### src/rtl/sha256_pkg.sv
// Shared definitions for the SHA-256/224 front-end: padder states, padding
// constants and the byte-lane mask helper.
package sha256_pkg;

  typedef enum logic [1:0] {
    FILL,
    EMIT,
    EXTRA
  } padder_state_e;

  localparam logic [7:0] PadMarker  = 8'h80;
  localparam int         BlockWords = 16;
  localparam int         LenWidth   = 64;

  // Left-aligned mask keeping the first 'bytes' bytes of a big-endian word.
  function automatic logic [31:0] mask(input logic [2:0] bytes);
    logic [31:0] m;
    case (bytes)
      3'd0:    m = 32'h0000_0000;
      3'd1:    m = 32'hFF00_0000;
      3'd2:    m = 32'hFFFF_0000;
      3'd3:    m = 32'hFFFF_FF00;
      default: m = 32'hFFFF_FFFF;
    endcase
    return m;
  endfunction

endpackage

### src/rtl/sha256_padder.sv
// Message padder for the SHA-256/224 core: packs 32-bit big-endian words into
// 512-bit blocks, appends the 0x80 marker, zero fill and the 64-bit bit length,
// and hands blocks to the core over a valid/ready handshake.
module sha256_padder #(
  parameter int BlockWidth = 512,
  parameter int LenWidth   = 64
) (
  input  logic                  clk_i,
  input  logic                  rst_i,
  input  logic                  clear_i,
  input  logic [31:0]           data_i,
  input  logic [2:0]            bytes_i,
  input  logic                  last_i,
  input  logic                  valid_i,
  output logic                  ready_o,
  output logic [BlockWidth-1:0] block_o,
  output logic                  block_valid_o,
  output logic                  block_last_o,
  input  logic                  block_ready_i,
  output logic [LenWidth-1:0]   msg_len_o
);

  import sha256_pkg::*;

  padder_state_e       state_q, state_d;
  logic [31:0]         buf_q [BlockWords];
  logic [31:0]         buf_d [BlockWords];
  logic [3:0]          widx_q, widx_d;
  logic [LenWidth-1:0] msg_len_q, msg_len_d;
  logic                last_q, last_d;
  logic                pend_q, pend_d;
  logic                marker_q, marker_d;

  logic [LenWidth-1:0] msg_len_inc;
  logic [63:0]         fill_len;
  logic [63:0]         extra_len;
  logic [6:0]          mark_pos;
  logic [6:0]          byte_pos;
  logic                word_ok;

  assign ready_o       = (state_q == FILL);
  assign block_valid_o = (state_q == EMIT);
  assign block_last_o  = last_q;
  assign msg_len_o     = msg_len_q;

  // Flatten the word buffer onto the block port, word 0 in the top bits.
  always_comb begin
    block_o = '0;
    for (int w = 0; w < BlockWords; w++) begin
      block_o[BlockWidth-1-32*w -: 32] = buf_q[w];
    end
  end

  // Next-state logic: word capture and padding in FILL, handshake in EMIT,
  // and construction of the separate length-only block in EXTRA.
  always_comb begin
    state_d   = state_q;
    buf_d     = buf_q;
    widx_d    = widx_q;
    msg_len_d = msg_len_q;
    last_d    = last_q;
    pend_d    = pend_q;
    marker_d  = marker_q;
    byte_pos  = '0;

    // Words with no byte count (unless they close the message) or an
    // impossible count are swallowed without touching buffer or length.
    word_ok     = (bytes_i <= 3'd4) && ((bytes_i != 3'd0) || last_i);
    msg_len_inc = msg_len_q + LenWidth'({bytes_i, 3'b000});
    fill_len    = 64'(msg_len_inc);
    extra_len   = 64'(msg_len_q);
    mark_pos    = {1'b0, widx_q, 2'b00} + {4'b0000, bytes_i};

    case (state_q)
      FILL: begin
        if (valid_i && word_ok) begin
          msg_len_d     = msg_len_inc;
          buf_d[widx_q] = data_i & mask(bytes_i);
          if (!last_i) begin
            widx_d = widx_q + 4'd1;
            if (widx_q == 4'd15) begin
              state_d = EMIT;
              last_d  = 1'b0;
            end
          end else begin
            widx_d  = '0;
            state_d = EMIT;
            // Marker lands right after the final data byte; everything
            // behind it is stale data from an earlier block and is wiped.
            for (int w = 0; w < BlockWords; w++) begin
              for (int l = 0; l < 4; l++) begin
                byte_pos = 7'(4*w + l);
                if (byte_pos == mark_pos) begin
                  buf_d[w][31-8*l -: 8] = PadMarker;
                end else if (byte_pos > mark_pos) begin
                  buf_d[w][31-8*l -: 8] = 8'h00;
                end
              end
            end
            if (mark_pos <= 7'd55) begin
              buf_d[14] = fill_len[63:32];
              buf_d[15] = fill_len[31:0];
              last_d    = 1'b1;
              pend_d    = 1'b0;
            end else begin
              // Length does not fit; a second block follows, and when the
              // data filled the block exactly the marker goes there too.
              last_d   = 1'b0;
              pend_d   = 1'b1;
              marker_d = (mark_pos == 7'd64);
            end
          end
        end
      end

      EMIT: begin
        if (block_ready_i) begin
          if (pend_q) begin
            state_d = EXTRA;
          end else begin
            state_d = FILL;
            if (last_q) begin
              msg_len_d = '0;
              for (int w = 0; w < BlockWords; w++) begin
                buf_d[w] = '0;
              end
            end
            last_d = 1'b0;
          end
        end
      end

      EXTRA: begin
        for (int w = 0; w < BlockWords; w++) begin
          buf_d[w] = '0;
        end
        if (marker_q) begin
          buf_d[0] = {PadMarker, 24'h000000};
        end
        buf_d[14] = extra_len[63:32];
        buf_d[15] = extra_len[31:0];
        last_d    = 1'b1;
        pend_d    = 1'b0;
        marker_d  = 1'b0;
        state_d   = EMIT;
      end

      default: begin
        state_d = FILL;
      end
    endcase

    // Abort wins over any word or handshake in the same cycle.
    if (clear_i) begin
      state_d   = FILL;
      widx_d    = '0;
      msg_len_d = '0;
      last_d    = 1'b0;
      pend_d    = 1'b0;
      marker_d  = 1'b0;
      for (int w = 0; w < BlockWords; w++) begin
        buf_d[w] = '0;
      end
    end
  end

  // State, buffer and counters register with synchronous reset.
  always_ff @(posedge clk_i) begin
    if (rst_i) begin
      state_q   <= FILL;
      buf_q     <= '{default: '0};
      widx_q    <= '0;
      msg_len_q <= '0;
      last_q    <= 1'b0;
      pend_q    <= 1'b0;
      marker_q  <= 1'b0;
    end else begin
      state_q   <= state_d;
      buf_q     <= buf_d;
      widx_q    <= widx_d;
      msg_len_q <= msg_len_d;
      last_q    <= last_d;
      pend_q    <= pend_d;
      marker_q  <= marker_d;
    end
  end

endmodule
### config.mk
export PLATFORM = sky130hd
export DESIGN_NAME = sha256_padder
export DESIGN_NICKNAME = d
export VERILOG_FILES = /design/src/rtl/sha256_pkg.sv /design/src/rtl/sha256_padder.sv
export SDC_FILE = /design/constraint.sdc
export NUM_CORES = 1
export LEC_CHECK = 0
export BUFFER_PORTS_ARGS = -buffer_cell sky130_fd_sc_hd__buf_2
export CAP_MARGIN = 0
export CELL_PAD_IN_SITES_DETAIL_PLACEMENT = 1
export CELL_PAD_IN_SITES_GLOBAL_PLACEMENT = 1
export CORE_ASPECT_RATIO = 0.75
export CORE_MARGIN = 1.5
export CORE_UTILIZATION = 36
export CTS_CLUSTER_DIAMETER = 80
export CTS_CLUSTER_SIZE = 12
export DETAILED_ROUTE_END_ITERATION = 10
export PLACE_DENSITY = 0.74
export REMOVE_ABC_BUFFERS = 1
export SLEW_MARGIN = 20
export SYNTH_ARGS = -nofsm -noshare
export SYNTH_HDL_FRONTEND = slang
export SYNTH_SLANG_ARGS = --single-unit
### constraint.sdc
create_clock -name clk_i -period 2.73 [get_ports clk_i]
set_input_delay 0.273 -clock clk_i [delete_from_list [all_inputs] [get_ports clk_i]]
set_output_delay 0.273 -clock clk_i [all_outputs]
set_load 0.05 [all_outputs]
Word-level counts from Yosys, hierarchy flattened
Cells that the tools add are included.
{"block": "classes", "n_addsub": 3, "multipliers": 0, "div_mod_pow": 0, "order_cmp": 68, "eq_ne": 77, "shift": 0, "muxes": 169, "n_bitwise": 2, "n_reduce_logical": 19}
{"cell": "2-to-1 mux 512 bit", "n": 5}
{"cell": "case mux 512 bit (3 select lines)", "n": 1}
{"cell": "2-to-1 mux 8 bit", "n": 128}
{"cell": "bitwise mux 512 bit", "n": 1}
{"cell": "2-to-1 mux 64 bit", "n": 5}
{"cell": "== test 6 x 7 -> 1 bit (first input constant)", "n": 32}
{"cell": "> comparator 6 x 7 -> 1 bit (first input constant)", "n": 32}
{"cell": "demux 32 bit (select 4 bit)", "n": 1}
{"cell": "2-to-1 mux 32 bit", "n": 4}
{"cell": "case mux 32 bit (4 select lines)", "n": 1}
{"cell": "case mux 64 bit (2 select lines)", "n": 1}
{"cell": "== test 5 x 7 -> 1 bit (first input constant)", "n": 16}
{"cell": "> comparator 5 x 7 -> 1 bit (first input constant)", "n": 16}
{"cell": "adder 64 x 6 -> 64 bit", "n": 1}
{"cell": "== test 4 x 7 -> 1 bit (first input constant)", "n": 8}
{"cell": "> comparator 4 x 7 -> 1 bit (first input constant)", "n": 8}
{"cell": "AND 32 bit", "n": 1}
{"cell": "== test 3 x 7 -> 1 bit (first input constant)", "n": 4}
{"cell": "> comparator 3 x 7 -> 1 bit (first input constant)", "n": 4}
{"cell": "AND reduction 5 bit", "n": 3}
{"cell": "== test 2 x 7 -> 1 bit (first input constant)", "n": 2}
{"cell": "> comparator 1 x 7 -> 1 bit (first input constant)", "n": 2}
{"cell": "> comparator 2 x 7 -> 1 bit (first input constant)", "n": 2}
{"cell": "2-to-1 mux 1 bit", "n": 12}
{"cell": "33 further kinds", "n": 48}
{"block": "totals", "reg_bits": 585, "latch_bits": 0, "ramBits": 0, "rom_bits": 0, "input_bits": 41, "wordCells": 360, "mem_count": 0}

Logic depth before layout (Yosys ltp)
Gate-level depths: netlist (run 1).
{"block": "depth", "word_depth": 14, "mapped_depth": 12}

Worst setup path before layout (run 1)
OpenSTA, ideal clock, no wires.
{"block": "synth_path", "path_type": "reg2reg", "from": "register msg_len_q[3], in the netlist msg_len_o[3]", "to": "register msg_len_q[63], in the netlist msg_len_o[63]", "setup_time_ps": 74, "arrival_time_ps": 2923, "required_ps": 2656, "slack_ps": -268, "stages_incl_launch_ff": 12, "period_less_slack_ps": 2998, "path_cell_list": "dfxtp_1 > ha_1 > inv_1 > fa_1 > nor2b_1 > o2111ai_1 > buf_2 > nor4_1 > buf_2 > nand3_1 > or3_1 > o21ai_0"}
{"block": "synth_via", "elab_chain_cells": 3}
{"element": "from (decl)", "line": "sha256_padder.sv:29", "source": "logic [LenWidth-1:0] msg_len_q, msg_len_d;"}
{"element": "from (signal assigned)", "line": "sha256_padder.sv:181", "source": "msg_len_q <= msg_len_d;"}
{"element": "adder 64 x 6 -> 64 bit", "line": "sha256_padder.sv:69", "source": "msg_len_inc = msg_len_q + LenWidth'({bytes_i, 3'b000});"}
{"element": "2-to-1 mux 64 bit", "line": "sha256_padder.sv:76", "source": "if (valid_i && word_ok) begin"}
{"element": "case mux 64 bit (2 select lines)", "line": "sha256_padder.sv:74", "source": "case (state_q)"}
Every way passes these cells. The select of a mux whose other input is x is not followed.
A chain may end at the register's enable or synchronous reset.

Worst setup path after layout (run 1)
{"block": "layout_path", "from": "register widx_q[0]", "to": "register buf_q (netlist bit block_o[371])"}
{"block": "layout_via", "elab_chain_cells": 11}
{"element": "from (decl)", "line": "sha256_padder.sv:28", "source": "logic [3:0] widx_q, widx_d;"}
{"element": "from (signal assigned)", "line": "sha256_padder.sv:180", "source": "widx_q <= widx_d;"}
{"element": "branches (longest 8 deep; another with adder 6 x 3 -> 7 bit)"}
{"element": "2-to-1 mux 512 bit *", "line": "sha256_padder.sv:79", "source": "if (!last_i) begin"}
{"element": "2-to-1 mux 512 bit *", "line": "sha256_padder.sv:76"}
{"element": "case mux 512 bit (3 select lines) *", "line": "sha256_padder.sv:74"}
{"element": "to (signal assigned)", "line": "sha256_padder.sv:179", "source": "buf_q <= buf_d;"}
{"element": "to (decl)", "line": "sha256_padder.sv:26", "source": "logic [31:0] buf_q [BlockWords];"}
Mark *: on every way between the ends. The select of a mux whose other input is x is not followed.

==> results of run 1 <==
-- Yosys cell counts, drive strengths merged (6+ instances only) --
cell type  count
a22oi         83
a21oi        249
nand3b        15
nor4          27
a41oi          6
and3          58
clkbuf       174
a21boi         7
nor2         286
a211oi        20
xnor2         20
nand4         46
o221ai         9
o2bb2ai      103
o21a          14
o21ai        192
nor3          83
ha            14
buf           81
xor2          21
a32o           7
a22o         170
dfxtp        582
nand2        308
a222oi        12
and2          58
o31ai         13
o22ai         69
nor2b          8
nand3         91
mux2i          7
a21o          24
or4           11
or3b           6
and4          17
nor3b          9
a32oi         24
a31oi         40
a311oi         8
o211ai        54
or2           10
or3           23
nand2b        17
inv           28
o32ai         10
-- placed cells by master (no fill, tap or decap), types with 23 or more instances in the layout --
cell       instances
o22ai_1           69
nor3_1            57
buf_2            617
o2bb2ai_1        103
a32oi_1           23
a22o_1           170
buf_12            54
buf_4            492
and2_1            54
and3_1            57
a31oi_1           37
o21ai_1           23
clkbuf_16         57
a21o_1            23
a21oi_1          230
nand2_1          306
dfxtp_1          579
nand4_1           44
o21ai_0          165
nand3_1           88
nor2_1           267
o211ai_1          54
inv_1             28
a22oi_1           83
-- flip-flops by register name, indices dropped and copies added (netlist names) --
| name | cells |
|---|---|
| state_q | 2 |
| block_o | 512 |
| widx_q | 4 |
| pend_q | 1 |
| msg_len_o | 61 |
| marker_q | 1 |
| block_last_o | 1 |
-- routing by layer --
| layer | vias to the layer above | wire, µm | global-route usage | part of all wire |
|---|---|---|---|---|
| met4 | 6 | 5463 | 0.1325 | 0.036 |
| met3 | 304 | 18880 | 0.1279 | 0.12 |
| li1 | 13850 | - | - | - |
| met2 | 1911 | 63810 | 0.5594 | 0.42 |
| met5 | - | 40 | 0 | 0.00026 |
| met1 | 15830 | 64550 | 0.5192 | 0.42 |
-- how the worst max path moves through the flow --
stage | start | to | slack [ns]
after CTS | state_q[0] | block_o[206] | -0.19
after global routing | widx_q[0] | block_o[373] | -0.04
after detailed placement | bytes_i[2] | block_o[401] | -0.50
after global placement | bytes_i[2] | block_o[349] | -0.49
after floorplan | state_q[1] | block_o[37] | -4.98
final | widx_q[0] | block_o[371] | -0.02
-- critical path: cells and delay by family (launching register included) --
kind | cells | cell delay, ns
flops | 1 | 0.36
simple gates | 2 | 0.55
fa+ha+maj | 1 | 0.19
buf+inv | 3 | 0.50
compound gates | 4 | 1.02
-- final cells by class --
| cell class | count | share of cell area |
|---|---|---|
| Antenna cell | 6 | 0.0004042 |
| Clock inverter | 5 | 0.001448 |
| Timing Repair Buffer | 1178 | 0.2159 |
| Multi-Input combinational cell | 2313 | 0.3942 |
| Clock buffer | 59 | 0.03887 |
| Tap cell | 968 | 0.03260 |
| Inverter | 28 | 0.002829 |
| Sequential cell | 582 | 0.3137 |
-- through the flow --
step                      setup TNS, ns  hold slack, ns  area, µm²
after global routing            -0.3487         0.04659      37130
final                          -0.01834         0.04727      37150
after CTS                        -2.465         0.02186      36740
after detailed placement         -58.03          0.4393      34930
after global placement           -54.24          0.4319      34930
after floorplan                -1687.35          0.3732      25890
-- cells by family after synthesis --
group / count (synthesis) / synth area share
buffers and inverters: 283 / 0.04470
DFF: 582 / 0.4318
AOI/OAI and AO/OA: 1161 / 0.3005
xor gates and xnor gates: 41 / 0.01331
and+or+nand+nor: 1084 / 0.1989
muxes: 9 / 0.003431
adders and majority gates: 15 / 0.007233
other: 1 / 0.0001390
-- power groups by stage --
stage	Sequential, µW	Clock, µW	Combinational [µW]
final	8550	7210	2390
after global routing	8540	7600	2450
after CTS	8540	7260	2260
after detailed placement	8730	0	2210
after global placement	8730	0	2190
after floorplan	8820	0	804
-- timing repair --
action | 4_1_cts | 5_1_grt
pin swaps | 3 | 8
hold endpoints to repair | 14 | 0
setup buffers | 3 | 11
setup endpoints to repair | 269 | 329
hold buffers | 8 | 0
gates resized for setup | 41 | 68
==> flow_metrics.py, run 1 <==
metrics = {
    "run_status": {
        "run_status": "finished with violations",
        "violations_in_the_final_reports": "setup timing",
    },
    "final_layout": {
        "final_cell_count_no_fill": 5139,
        "drive_above_1_share": 0.3318,
        "multi_input_area_um2": 14640,
        "areaGrowthSynthToFinish_pct": 37.66,
        "final_core_util": 0.5033,
        "layout.nets": 4215,
        "fillerInstances": 8772,
        "sequential_cell_area_um2": 11650,
    },
    "power_and_ir_drop": {
        "power.switching_uw": 5187,
        "internal-power_uw": 12960,
        "p_per_area_nw_per_um2": 488.6,
        "pwr-share-seq": 0.471,
        "total_leakage_power_uw": 0.01568,
        "total_power_uw": 18150,
        "power.share.switching": 0.2858,
        "vdd_ir_drop_max_mv": 0.4442,
        "power_frac_clock": 0.397,
        "power.share.combinational": 0.132,
    },
    "timing": {
        "timing_hold_violations_final": 0,
        "number_of_max_slew_violations_in_the_final_report": 0,
        "min_period_over_period": 1.006,
        "final.setup_skew_ns": 0.02597,
        "relative_slew_margins": 0.3910,
        "report.final.setup_viol": 3,
        "postLayoutSetupSlackWorst_ns": -0.01510,
        "worst_slew_pin_slew_ns": 0.9135,
        "clock.fmax_mhz": 364.3,
        "period_needed_ns": 2.745,
        "rsz0062_at_grt": "yes",
    },
    "detailed_routing": {
        "ant_nets": 0,
        "first_pass_iteration_count_of_the_detailed_router": 8,
        "detail_route.iter0.violations": 3479,
        "vias": 31900,
        "postRouteWirelength_um": 152700,
        "wire_length_per_cell_after_detailed_routing_um": 29.72,
        "drc_errors": 0,
        "via_per_inst": 6.207,
    },
    "die": {
        "rows": 86,
        "fp.dieW_um": 319.1,
        "die_outline_area_um2": 76630,
        "initial_core_util": 0.3656,
        "core-area_um2": 73820,
        "die_h_um": 240.1,
        "pin_count": 620,
    },
    "setup_path": {
        "rr_endpoint": "block_o[371]",
        "rr_worst_depth": 10,
        "cp_cell_sequence": "ha_4 -> buf_2 -> nand4b_1 -> a21o_1 -> a221oi_2 -> or4_1 -> buf_4 -> a21oi_1 -> buf_4 -> o2bb2ai_1",
        "critical_path_required_ns": 3.25,
        "timing.reg2reg.setup_slack_ns": -0.02,
        "crit_type": "reg -> reg",
        "slowest_delay_ns": 0.55,
        "critical_path_arrival_ns": 3.27,
        "timing.critical_path.from_type": "register",
        "critical_path_peak_fanout": 7,
        "critical_path.most_common_cell": "buf_4",
        "crit_slowest_cell": "a221oi_2",
        "worstSetupEndpointType": "register",
        "crit-reg2reg-launch": "widx_q[0]",
    },
    "placed_design": {
        "post-place-ws_ns": -0.4981,
        "dpl.cell_count": 5047,
        "buffer_ports.inserted": 616,
        "place_hpwl_um": 116900,
        "place.gp.congestion": 1.047,
    },
    "grt": {
        "via_count_of_the_first_global_routing_pass": 30770,
        "maximum_number_of_pins_on_one_net_before_global_route_repair": 79,
        "total_global_routing_track_utilization": 0.3812,
        "antenna_found_initial": 7,
        "grt_pass1_wl_um": 218300,
        "grt-ovfl-total": 0,
    },
    "clock_network": {
        "worstSkewPairLatency_ns": 0.64,
        "ctsHtreeMaxLevel": 2,
        "clockBufferDepth": 3,
        "clock_sink_count": 582,
        "cts.clk_slew.worst_paths_ns": 0.08,
        "clock_tree.root_cell": "clkbuf_16",
        "tritoncts.num_buffers": 56,
        "cts_tree": "built",
    },
    "synth": {
        "syn_area_um2": 26990,
        "postSynthCellCount": 3176,
        "synth_ff_type": "dfxtp_1",
        "yosys_warnings": 0,
        "synth_area_per_cell_um2": 8.497,
        "synth_edf_count": 0,
        "yosysTopAreaCellShare": 0.4318,
        "synth.ff_latch_count": 582,
        "seq_area_frac_synth": 0.4318,
        "ys_async_sr_fraction": 0,
        "netlist_top_cells_area": "dfxtp_1 43%, a22o_1 5.5%, a21oi_1 4.5%",
        "synthDistinctLibCells": 97,
        "synth_area_leader": "dfxtp_1",
    },
    "worst_hold_path": {
        "timing.hold.worst.start": "data_i[10]",
        "hold_path.class": "in -> reg",
        "holdPathEnd": "block_o[362]",
        "holdPathStages": 3,
    },
    "run": {
        "count_of_max_cap_constraint_violations": 0,
    },
}
(Power assumes the default switching activity.)
==> run 2, diff against run 1 <==
--- a/config.mk
+++ b/config.mk
@@ -15,8 +15,10 @@
 export CTS_CLUSTER_DIAMETER = 80
 export CTS_CLUSTER_SIZE = 12
 export DETAILED_ROUTE_END_ITERATION = 10
+export HOLD_SLACK_MARGIN = 0.02
 export PLACE_DENSITY = 0.74
 export REMOVE_ABC_BUFFERS = 1
+export SETUP_SLACK_MARGIN = 0.4
 export SLEW_MARGIN = 20
 export SYNTH_ARGS = -nofsm -noshare
 export SYNTH_HDL_FRONTEND = slang
==> run 2 against run 1 <==
Net effect:
- the flow now finishes without violations
- wire length rose by 4.6%
- combinational power rose by 16%
- core utilization is 4.2 points higher
- fmax increased by 9.2%
- largest power group unchanged
- clock skew is 0.0043 ns higher
- via count grew 3.3%
- design area up 8.4%
- setup slack better by 0.23 ns
- count of clock-buffer cells in the layout did not move
==> flow_metrics.py, run 2 (synthesis results as in run 1) <==
metrics = {
    "final_layout": {
        "mostFrequentLayoutCells": "616 x buf_2, 572 x dfxtp_1, 511 x buf_4, 294 x nand2_1, 256 x nor2_1",
        "drive_above_1_share": 0.4016,
        "areaGrowthSynthToFinish_pct": 49.16,
        "mostFrequentLayoutCell": "buf_2",
        "fillerInstances": 8626,
        "final_area_um2": 40250,
        "layout.nets": 4328,
        "largest_register_ff_count": 512,
    },
    "setup_path": {
        "critical_path_arrival_ns": 3.02,
        "slowest_delay_ns": 0.37,
        "critical_path.most_common_cell": "buf_4",
        "critical_path_peak_fanout": 8,
        "critical_path_required_ns": 3.24,
        "timing.critical_path.from_type": "register",
        "crit_type": "reg -> reg",
        "cp_cell_sequence": "ha_4 -> buf_6 -> nand3b_4 -> buf_12 -> a21boi_4 -> o21ai_2 -> o311ai_2 -> buf_4 -> a21oi_1 -> buf_4 -> buf_4 -> o2bb2ai_1",
        "crit_slowest_cell": "dfxtp_4",
        "worstSetupEndpointType": "register",
    },
    "timing": {
        "clock.fmax_mhz": 397.7,
        "report.final.setup_viol": 0,
        "min_period_over_period": 0.9211,
        "timing_hold_violations_final": 0,
        "postLayoutSetupSlackWorst_ns": 0.2155,
        "rsz0062_at_grt": "yes",
        "period_needed_ns": 2.515,
        "relative_slew_margins": 0.4116,
        "final.setup_skew_ns": 0.03026,
        "worst_slew_pin_slew_ns": 0.8805,
        "number_of_max_slew_violations_in_the_final_report": 0,
    },
    "detailed_routing": {
        "via_per_inst": 6.278,
        "postRouteWirelength_um": 159700,
        "drc_errors": 0,
        "detail_route.iter0.violations": 3604,
        "vias": 32950,
        "first_pass_iteration_count_of_the_detailed_router": 6,
        "ant_nets": 0,
        "wire_length_per_cell_after_detailed_routing_um": 30.44,
    },
    "power_and_ir_drop": {
        "p_per_area_nw_per_um2": 461.3,
        "power.share.switching": 0.2904,
        "pwr-share-seq": 0.460,
        "power.share.combinational": 0.150,
        "internal-power_uw": 13180,
        "power_frac_clock": 0.390,
        "total_leakage_power_uw": 0.01691,
        "power.switching_uw": 5392,
        "vdd_ir_drop_max_mv": 0.4454,
    },
    "run_status": {
        "run_status": "completed",
    },
    "placed_design": {
        "post-place-ws_ns": -0.4981,
        "place.gp.congestion": 1.047,
        "buffer_ports.inserted": 616,
        "detailed_place.area_um2": 34930,
        "place_hpwl_um": 116900,
    },
    "clock_network": {
        "worstSkewPairLatency_ns": 0.66,
        "clock_tree.root_cell": "clkbuf_16",
        "cts.clk_slew.worst_paths_ns": 0.07,
        "tritoncts.num_buffers": 56,
        "cts_tree": "built",
        "ctsHtreeMaxLevel": 2,
        "clockBufferDepth": 3,
        "clock_sink_count": 582,
    },
    "die": {
        "initial_core_util": 0.3656,
        "rows": 86,
        "pin_count": 620,
        "die_outline_area_um2": 76630,
        "die_h_um": 240.1,
        "core-area_um2": 73820,
        "fp.dieW_um": 319.1,
    },
    "run": {
        "count_of_max_cap_constraint_violations": 0,
    },
    "worst_hold_path": {
        "hold_path.class": "in -> reg",
    },
    "grt": {
        "grt-ovfl-total": 0,
        "maximum_number_of_pins_on_one_net_before_global_route_repair": 79,
        "antenna_found_initial": 6,
        "grt_pass1_wl_um": 222200,
        "total_global_routing_track_utilization": 0.3885,
        "via_count_of_the_first_global_routing_pass": 31380,
    },
}
==> run 2: cell types whose count changed in the layout (fill, tap and decap cells not counted), sizes merged <==
cell    delta
diode      -4
buf      +107
bufbuf     +2
clkbuf     +4
==> run 2: metrics by stage <==
| step | hold WS [ns] | power [µW] | utilization | TNS, ns | cells |
|---|---|---|---|---|---|
| 2_1_floorplan | 0.3732 | 9626 | - | -1687.35 | 2923 |
| 3_3_place_gp | 0.4319 | 10930 | 0.4732 | -54.24 | 5047 |
| 3_5_place_dp | 0.4393 | 10940 | 0.4732 | -58.03 | 5047 |
| 4_1_cts | 0.02186 | 18280 | 0.5186 | 0 | 5179 |
| 5_1_grt | 0.04600 | 18970 | 0.5452 | 0 | 5246 |
| 6_report | 0.05222 | 18570 | 0.5453 | 0 | 5248 |
==> run 2: worst paths after layout <==
path,startpoint,end,slack (ns),cells past startpoint
max,widx_q[0],block_o[242],0.22,12
min reg2reg,block_o[412],block_o[412],0.44,2
min,data_i[10],block_o[362],0.05,3
max reg2reg,widx_q[0],block_o[242],0.22,12
==> run 2: power groups by stage <==
stage	combinational, µW	sequential, µW	clock (µW)
after global routing	2830	8540	7600
after CTS	2470	8540	7260
after global placement	2190	8730	0
final	2780	8540	7240
after detailed placement	2210	8730	0
after floorplan	804	8820	0
==> run 2: critical path: cells and delay by family, from the launching register on <==
kind            cells  cell delay, ns
fa+ha+maj           1            0.20
buf+inv             5            0.81
flops               1            0.37
simple gates        1            0.24
compound gates      5            0.76
==> run 2: cell type report <==
type	count	area (µm²)	area share
clock buffer	59	1444	0.03587
clock inverter	5	53.80	0.001337
inverter	28	105.1	0.002611
sequential	582	11670	0.2900
multi-input combinational	2313	16260	0.4040
antenna	2	5.005	0.0001243
tap	968	1211	0.03009
timing repair buffer	1291	9499	0.2360
==> run 2: per-layer routing <==
metal	wire length (µm)	vias up	track usage	part of all wire
met5	132	-	0	0.00083
met4	5948	10	0.1377	0.037
met3	19790	337	0.1351	0.12
met2	67620	2030	0.5702	0.42
met1	66250	16470	0.5253	0.41
li1	-	14090	-	-
==> run 2: repair_timing <==
action,4_1_cts,5_1_grt
gates cloned,3,4
resized for setup,276,290
hold buffers,8,0
endpoints found under the setup margin,555,546
pin swaps,62,94
hold endpoints to repair,14,0
setup buffers,57,63
